`src/rtl/npc_if.sv`:
```
// Bundle between the ID/hazard logic and the fetch-side PC unit.
// The master drives the decode/redirect inputs, and the slave (npc_unit) drives the registered fetch outputs.
interface npc_if;
    // No valid/ready pair here: the outputs are valid every cycle after reset, and stall is the
    // only back-pressure. While stall is high, the unit accepts nothing and holds every output.
    logic        stall;
    logic [2:0]  cmp_rst;
    logic [2:0]  br_type;
    logic [1:0]  jump_type;
    logic [31:0] id_pc4;
    logic [15:0] imm16;
    logic [25:0] instr_index;
    logic [31:0] jr_target;
    logic        exc_req;
    logic        eret_req;
    logic [31:0] epc;
    logic [31:0] pc;
    logic [31:0] pc4;
    logic        bd;
    logic        adel_f;

    modport master (
        output stall, cmp_rst, br_type, jump_type, id_pc4, imm16, instr_index,
        output jr_target, exc_req, eret_req, epc,
        input  pc, pc4, bd, adel_f
    );

    modport slave (
        input  stall, cmp_rst, br_type, jump_type, id_pc4, imm16, instr_index,
        input  jr_target, exc_req, eret_req, epc,
        output pc, pc4, bd, adel_f
    );
endinterface

```
`src/rtl/npc_unit.sv`:
```
// IF-stage PC register and next-PC select for branches, jumps, exceptions and eret.
// Define NPC_EXC_EN to enable the exception/eret redirect and the fetch misalignment flag.
module npc_unit #(
    parameter logic [31:0] RESET_PC   = 32'h0000_3000,
    parameter logic [31:0] EXC_VECTOR = 32'h0000_4180
) (
    input  logic  clk,
    input  logic  reset,
    npc_if.slave  bus
);

    logic [31:0] pc_q, pc_d;
    logic [31:0] pc4_q, pc4_d;
    logic        bd_q, bd_d;
    logic        adel_q, adel_d;

    logic        br_taken;
    logic        br_any;
    logic        jmp_any;
    logic [31:0] br_target;
    logic [31:0] jmp_target;

    always_comb begin
        br_taken = 1'b0;
        case (bus.br_type)
            3'b001:  br_taken = bus.cmp_rst[0];
            3'b010:  br_taken = !bus.cmp_rst[0];
            3'b011:  br_taken = bus.cmp_rst[1];
            3'b100:  br_taken = !bus.cmp_rst[1];
            3'b101:  br_taken = bus.cmp_rst[1] && !bus.cmp_rst[2];
            3'b110:  br_taken = !bus.cmp_rst[1] || bus.cmp_rst[2];
            default: br_taken = 1'b0;
        endcase
        br_any  = (bus.br_type != 3'b000) && (bus.br_type != 3'b111);
        jmp_any = (bus.jump_type == 2'b01) || (bus.jump_type == 2'b10);

        br_target  = bus.id_pc4 + {{14{bus.imm16[15]}}, bus.imm16, 2'b00};
        jmp_target = (bus.jump_type == 2'b10) ? bus.jr_target
                                              : {bus.id_pc4[31:28], bus.instr_index, 2'b00};

        pc_d = pc_q;
        bd_d = bd_q;
`ifdef NPC_EXC_EN
        if (bus.exc_req) begin
            pc_d = EXC_VECTOR;
            bd_d = 1'b0;
        end else if (bus.eret_req) begin
            pc_d = bus.epc;
            bd_d = 1'b0;
        end else if (!bus.stall) begin
`else
        if (!bus.stall) begin
`endif
            // Not-taken branches still set bd: the next fetch is their delay slot either way.
            if (jmp_any)       pc_d = jmp_target;
            else if (br_taken) pc_d = br_target;
            else               pc_d = pc_q + 32'd4;
            bd_d = br_any || jmp_any;
        end

        pc4_d = pc_d + 32'd4;
`ifdef NPC_EXC_EN
        // Holding pc_d == pc_q keeps this equal to the stored flag, so it also holds during stall.
        adel_d = (pc_d[1:0] != 2'b00);
`else
        adel_d = 1'b0;
`endif
    end

`ifndef NPC_EXC_EN
    logic unused_exc;
    assign unused_exc = ^{bus.exc_req, bus.eret_req, bus.epc};
`endif

    always_ff @(posedge clk) begin
        if (reset) begin
            pc_q   <= RESET_PC;
            pc4_q  <= RESET_PC + 32'd4;
            bd_q   <= 1'b0;
            adel_q <= 1'b0;
        end else begin
            pc_q   <= pc_d;
            pc4_q  <= pc4_d;
            bd_q   <= bd_d;
            adel_q <= adel_d;
        end
    end

    assign bus.pc     = pc_q;
    assign bus.pc4    = pc4_q;
    assign bus.bd     = bd_q;
    assign bus.adel_f = adel_q;

endmodule

```
`src/flat_wrapper.sv`:
```
// flat-port wrapper written by rule: the top's interface ports become plain ports
module npc_unit_flat 
#(
    parameter logic [31:0] RESET_PC   = 32'h0000_3000,
    parameter logic [31:0] EXC_VECTOR = 32'h0000_4180
)
  (clk, reset, bus_stall, bus_cmp_rst, bus_br_type, bus_jump_type, bus_id_pc4, bus_imm16, bus_instr_index, bus_jr_target, bus_exc_req, bus_eret_req, bus_epc, bus_pc, bus_pc4, bus_bd, bus_adel_f);
  npc_if bus_i ();
  input  logic clk;
  input  logic reset;
  input wire logic [$bits(bus_i.stall)-1:0] bus_stall;
  input wire logic [$bits(bus_i.cmp_rst)-1:0] bus_cmp_rst;
  input wire logic [$bits(bus_i.br_type)-1:0] bus_br_type;
  input wire logic [$bits(bus_i.jump_type)-1:0] bus_jump_type;
  input wire logic [$bits(bus_i.id_pc4)-1:0] bus_id_pc4;
  input wire logic [$bits(bus_i.imm16)-1:0] bus_imm16;
  input wire logic [$bits(bus_i.instr_index)-1:0] bus_instr_index;
  input wire logic [$bits(bus_i.jr_target)-1:0] bus_jr_target;
  input wire logic [$bits(bus_i.exc_req)-1:0] bus_exc_req;
  input wire logic [$bits(bus_i.eret_req)-1:0] bus_eret_req;
  input wire logic [$bits(bus_i.epc)-1:0] bus_epc;
  output wire logic [$bits(bus_i.pc)-1:0] bus_pc;
  output wire logic [$bits(bus_i.pc4)-1:0] bus_pc4;
  output wire logic [$bits(bus_i.bd)-1:0] bus_bd;
  output wire logic [$bits(bus_i.adel_f)-1:0] bus_adel_f;
  assign bus_i.stall = bus_stall;
  assign bus_i.cmp_rst = bus_cmp_rst;
  assign bus_i.br_type = bus_br_type;
  assign bus_i.jump_type = bus_jump_type;
  assign bus_i.id_pc4 = bus_id_pc4;
  assign bus_i.imm16 = bus_imm16;
  assign bus_i.instr_index = bus_instr_index;
  assign bus_i.jr_target = bus_jr_target;
  assign bus_i.exc_req = bus_exc_req;
  assign bus_i.eret_req = bus_eret_req;
  assign bus_i.epc = bus_epc;
  assign bus_pc = bus_i.pc;
  assign bus_pc4 = bus_i.pc4;
  assign bus_bd = bus_i.bd;
  assign bus_adel_f = bus_i.adel_f;
  npc_unit #(.RESET_PC(RESET_PC), .EXC_VECTOR(EXC_VECTOR)) u_core (.clk(clk), .reset(reset), .bus(bus_i));
endmodule
```
`config.mk`:
```
export PLATFORM = sky130hd
export DESIGN_NAME = npc_unit_flat
export DESIGN_NICKNAME = d
export VERILOG_FILES = /design/src/rtl/npc_if.sv /design/src/rtl/npc_unit.sv /design/src/flat_wrapper.sv
export SDC_FILE = /design/constraint.sdc
export NUM_CORES = 1
export LEC_CHECK = 0
export CAP_MARGIN = 10
export CORE_MARGIN = 2
export CORE_UTILIZATION = 45
export DETAILED_ROUTE_END_ITERATION = 8
export PLACE_DENSITY = 0.81
export SYNTH_ARGS = -nofsm -noshare
export SYNTH_HDL_FRONTEND = slang
export SYNTH_SLANG_ARGS = --single-unit
```
`constraint.sdc`:
```
create_clock -name clk -period 9.1 [get_ports clk]
set_input_delay 1.365 -clock clk [delete_from_list [all_inputs] [get_ports clk]]
set_output_delay 1.365 -clock clk [all_outputs]
set_load 0.02 [all_outputs]
```
; ---- Word level (Yosys, flattened, before mapping)
; Index checks and enable logic that the tools add are counted.
[classes]
addsub = 3
eq_ne = 9
mux = 5
reduce_logical = 9
[op_table]
columns = op, count
row1 = 32-bit two-way mux, 4
row2 = 32-bit by 3-bit adder with 32-bit output (second input constant), 2
row3 = 32-bit adder, 1
row4 = 3-bit == test (second input constant), 3
row5 = 3-bit by 2-bit == test with 1-bit output (second input constant), 2
row6 = 1-bit one-hot mux with 6 select lines, 1
row7 = 3-bit by 1-bit == test with 1-bit output (second input constant), 1
row8 = 1-bit zero test, 3
row9 = 1-bit logical OR, 3
row10 = 3-bit != test (second input constant), 1
row11 = 3-bit nonzero test, 1
row12 = 2-bit by 1-bit == test with 1-bit output (second input constant), 1
row13 = 2-bit == test (second input constant), 1
row14 = 1-bit logical AND, 2
[totals]
regBits = 65
in_bits = 151
out_inout_bits = 66
word_cells = 29

; ---- Depth between registers and ports, before layout
[logic_depth]
ltp_word = 7
mapped_depth = 16
ltp_nobuf = 14

; ---- Worst setup path before layout
; Ideal clock, no wire load.
[synth_path]
path_kind = input-to-reg
start = input port bus_imm16[0]
end = register u_core.pc4_q[31], in the netlist u_core.bus.pc4[31]
setup_ns = 0.123
arrival_time_ns = 4.378
required_ns = 8.977
slack_ns = 4.599
cell_stages = 15
path_buffers = 1
cell_sequence = ha_1 inv_1 fa_1 nand2b_1 a21o_1 a21oi_1 nor3_1 o21ai_0 nor4b_2 or3b_1 buf_2 nor4b_4 nand4_1 nor2_1 mux2_1
[synth_between]
elab_chain_len = 5
[synth_rtl]
columns = element, line_no
row1 = from (decl), flat_wrapper.sv:16  ; input wire logic [$bits(bus_i.imm16)-1:0] bus_imm16;
row2 = 32-bit adder, npc_unit.sv:37  ; br_target = bus.id_pc4 + {{14{bus.imm16[15]}}, bus.imm16, 2'b00};
row3 = 32-bit two-way mux, npc_unit.sv:56  ; else if (br_taken) pc_d = br_target;
row4 = 32-bit two-way mux, npc_unit.sv:55  ; if (jmp_any) pc_d = jmp_target;
row5 = 32-bit two-way mux, npc_unit.sv:52  ; if (!bus.stall) begin
row6 = 32-bit by 3-bit adder with 32-bit output, npc_unit.sv:61  ; pc4_d = pc_d + 32'd4;
row7 = to (signal assigned), npc_unit.sv:78  ; pc4_q <= RESET_PC + 32'd4;
row8 = to (signal assigned), npc_unit.sv:83  ; pc4_q <= pc4_d;
row9 = to (decl), npc_unit.sv:13  ; logic [31:0] pc4_q, pc4_d;
; No other way between the ends.
; A chain may end at the register's enable or synchronous reset.

; ---- Final worst setup path
[layout_path]
start = input port bus_jump_type[0]
end = register u_core.pc4_q[31], in the netlist u_core.bus.pc4[31]
[layout_between]
elab_chain_len = 5
elab_cells_between_ends = 7
classes_between = add/sub: 1 / eq/ne: 2 / mux: 3 / reduce/logical: 1
[layout_rtl]
columns = element, line_no
row1 = from (decl), flat_wrapper.sv:14  ; input wire logic [$bits(bus_i.jump_type)-1:0] bus_jump_type;
row2 = 2-bit == test or 2-bit by 1-bit == test with 1-bit output (tied branches), "npc_unit.sv:35, npc_unit.sv:38"
row3 = 32-bit two-way mux or 1-bit logical OR (tied branches), "npc_unit.sv:38, npc_unit.sv:35"
row4 = 32-bit two-way mux (*), npc_unit.sv:55
row5 = 32-bit two-way mux (*), npc_unit.sv:52
row6 = 32-bit by 3-bit adder with 32-bit output (*), npc_unit.sv:61
; Every way passes the cells marked *; elsewhere a longest branch is shown, timed or not.

==> results.json <==
{
  "hold_class": "flop to flop",
  "drv_cap": 0,
  "synth.distinct_cells": 85,
  "worstPathRequired_ps": 9320,
  "synthTopCellsByArea": "dfxtp_1 21%, ha_1 6.7%, nor2_1 5.3%",
  "clk_latency_ps": 330,
  "synth_edf_count": 0,
  "ios": 217,
  "crit_path_end_kind": "flop",
  "drive_gt1_frac": 0.0733,
  "ctsHoldBuffers": 0,
  "portBuffers": 181,
  "grt_max_degree": 63,
  "setup_viol": 0,
  "cts_setup_buffers": 0,
  "period_share": 0.622,
  "slew_headroom": 0.391,
  "worst_pin_slew_ps": 908,
  "routed_wl_mm": 19.1,
  "route.met2.wl_mm": 8.56,
  "fill_cells": 1117,
  "start_kind": "primary input",
  "synth.net_count": 952,
  "core_area_um2": 13100,
  "antenna_found_initial": 0,
  "dieHeight_um": 119,
  "avgSynthCellArea_um2": 7.77,
  "cts-root-buf": "clkbuf_16",
  "vias_per_cell": 5.96,
  "synth_ff_type": "dfxtp_1",
  "yosys_warnings": 0,
  "dr_wl_met3_mm": 1.79,
  "layout.nets": 1107,
  "rows": 42,
  "cts_resized": 0,
  "grt_pass1_wl_mm": 30.3,
  "detailed_place_hpwl_mm": 14.8,
  "met1_length_mm": 8.26,
  "die-area_um2": 14200,
  "cts.sinks": 63,
  "post-route-min-period_ps": 5660,
  "area_delta_synth_final_pct": 36.3,
  "worstPathArrival_ps": 5880,
  "htreeDepth": 3,
  "die_width_um": 119,
  "async_flop_share": 0,
  "status": "complete, no violations",
  "slowest_delay_ps": 630,
  "vias": 6581,
  "drt_iter0_markers": 643,
  "mostFrequentLayoutCells": "180 x clkdlybuf4s50_1, 85 x nor2_1, 63 x dfxtp_1, 54 x nand2_1, 51 x a21oi_1",
  "crit_chain": "clkdlybuf4s50_1 -> inv_1 -> ha_2 -> inv_1 -> nor2_2 -> nand3_2 -> or4_1 -> and3_4 -> nor4_2 -> and3_1 -> nor4b_4 -> nand4_1 -> nor2_1 -> mux2_1",
  "path_class": "primary input to flop",
  "synth_seq_area_share": 0.211,
  "ir_worst_vdd_uv": 82.0,
  "globalplace.congestion": 0.961,
  "utilization": 0.621,
  "skew_ps": 6.63,
  "synth_area_um2": 5960,
  "ys_seq_elements": 63,
  "first_global_vias": 5862,
  "cts_tree": "built",
  "grt_util_all_layers": 0.264,
  "detail-route-antenna-nets": 0,
  "p_leak_nw": 3.14,
  "tns_ps": 0,
  "synth.top_cell.area_share": 0.211,
  "synth_cells": 768,
  "drt-pass1-iter-count": 6,
  "grt_setup_unrepaired": "no",
  "gr-total-overflow": 0,
  "cpMostUsedCell": "inv_1",
  "critPathTopFamily": "simple AND/OR/NAND/NOR gates",
  "wire_per_inst_um": 17.3,
  "clk_pin_slew_ps": 60,
  "initial_core_util": 0.456,
  "path_max_fanout": 22,
  "n_antenna_cell": 0,
  "clock.fmax_ghz": 0.177,
  "crit_slowest_cell": "ha_2",
  "synth.largest_area_cell": "dfxtp_1",
  "fin_hold_ws_ps": 502,
  "drc": 0,
  "fin_total_pwr_mw": 1.13,
  "final_common_cell": "clkdlybuf4s50_1",
  "cts_buffers": 9,
  "clock_path_buffers": 2,
  "hold_violations": 0,
  "path_buf_inv": 3,
  "top_layer": "met4",
  "pwr_density_cell_nw_per_um2": 139,
  "maxSlewViolCount": 0
}
-- registers in the layout, summed over array words and instances (netlist names) --
signal,cells
u_core.bus.bd,1
u_core.bus.pc,30
u_core.bus.pc4,32
-- synthesized netlist by cell type (all sizes together) (9+ instances only) --
cell	count
a211oi	9
a21o	20
a21oi	52
a31oi	12
and3	15
buf	18
clkbuf	23
dfxtp	63
ha	32
inv	23
mux2i	27
nand2	54
nand3	34
nand4	15
nor2	87
nor2b	13
nor3	16
nor4	11
o211ai	12
o21ai	45
or3	9
xnor2	29
xor2	17
-- worst paths after layout --
kind / slack [ps] / end / cells after the start / start
hold / removal: 500 / u_core.bus.bd / 2 / u_core.bus.bd
hold reg to reg: 500 / u_core.bus.bd / 2 / u_core.bus.bd
setup / recovery: 3440 / u_core.bus.pc4[31] / 14 / bus_jump_type[0]
setup reg to reg: 5170 / u_core.bus.pc4[31] / 12 / u_core.bus.pc[2]
-- worst register-to-register path, cell delays in order (launching register included) --
cell	delay, ps
dfxtp_1	480
ha_1	270
inv_1	120
nor4_4	510
nand2_1	150
a211o_1	330
a22oi_1	230
nand3_1	240
or3b_1	560
nor4b_4	350
nand4_1	140
nor2_1	130
mux2_1	320
-- cell type report --
type / instances / area [um2] / area share
multi-input combinational: 641 / 4440 / 0.546
inverter: 23 / 86.3 / 0.0106
timing repair buffer: 185 / 1840 / 0.226
clock inverter: 6 / 61.3 / 0.00754
tap: 176 / 220 / 0.0271
sequential: 63 / 1260 / 0.155
clock buffer: 10 / 229 / 0.0282
-- layer usage --
layer | GRT usage | up-vias
met5 | 0 | -
met4 | 0.0900 | 0
met3 | 0.0541 | 37
met2 | 0.417 | 352
met1 | 0.358 | 3023
li1 | - | 3169
-- logic make-up after synthesis --
logic type      count (synthesis)  share of synthesized area
compound gates                230                      0.268
xor+xnor                       46                     0.0675
fa+ha+maj                      33                     0.0705
buf+inv                        64                     0.0461
flops                          63                      0.211
mux                            35                     0.0604
other cells                     1                   0.000629
simple gates                  296                      0.276
-- per-stage QoR --
stage / cells / cell area, um2 / setup slack, ps
final: 1104 / 8130 / 3440
after floorplan: 768 / 5960 / 4600
after global routing: 1104 / 8130 / 3190
after global placement: 1088 / 7840 / 3180
after CTS: 1104 / 8130 / 3500
after detailed placement: 1088 / 7840 / 3140
-- report_power, final --
part	internal, mW	total [mW]	switching, mW
registers	0.305	0.332	0.0271
clock network	0.211	0.336	0.126
logic	0.208	0.460	0.252
Note: power is estimated with default switching activity, not from simulation.
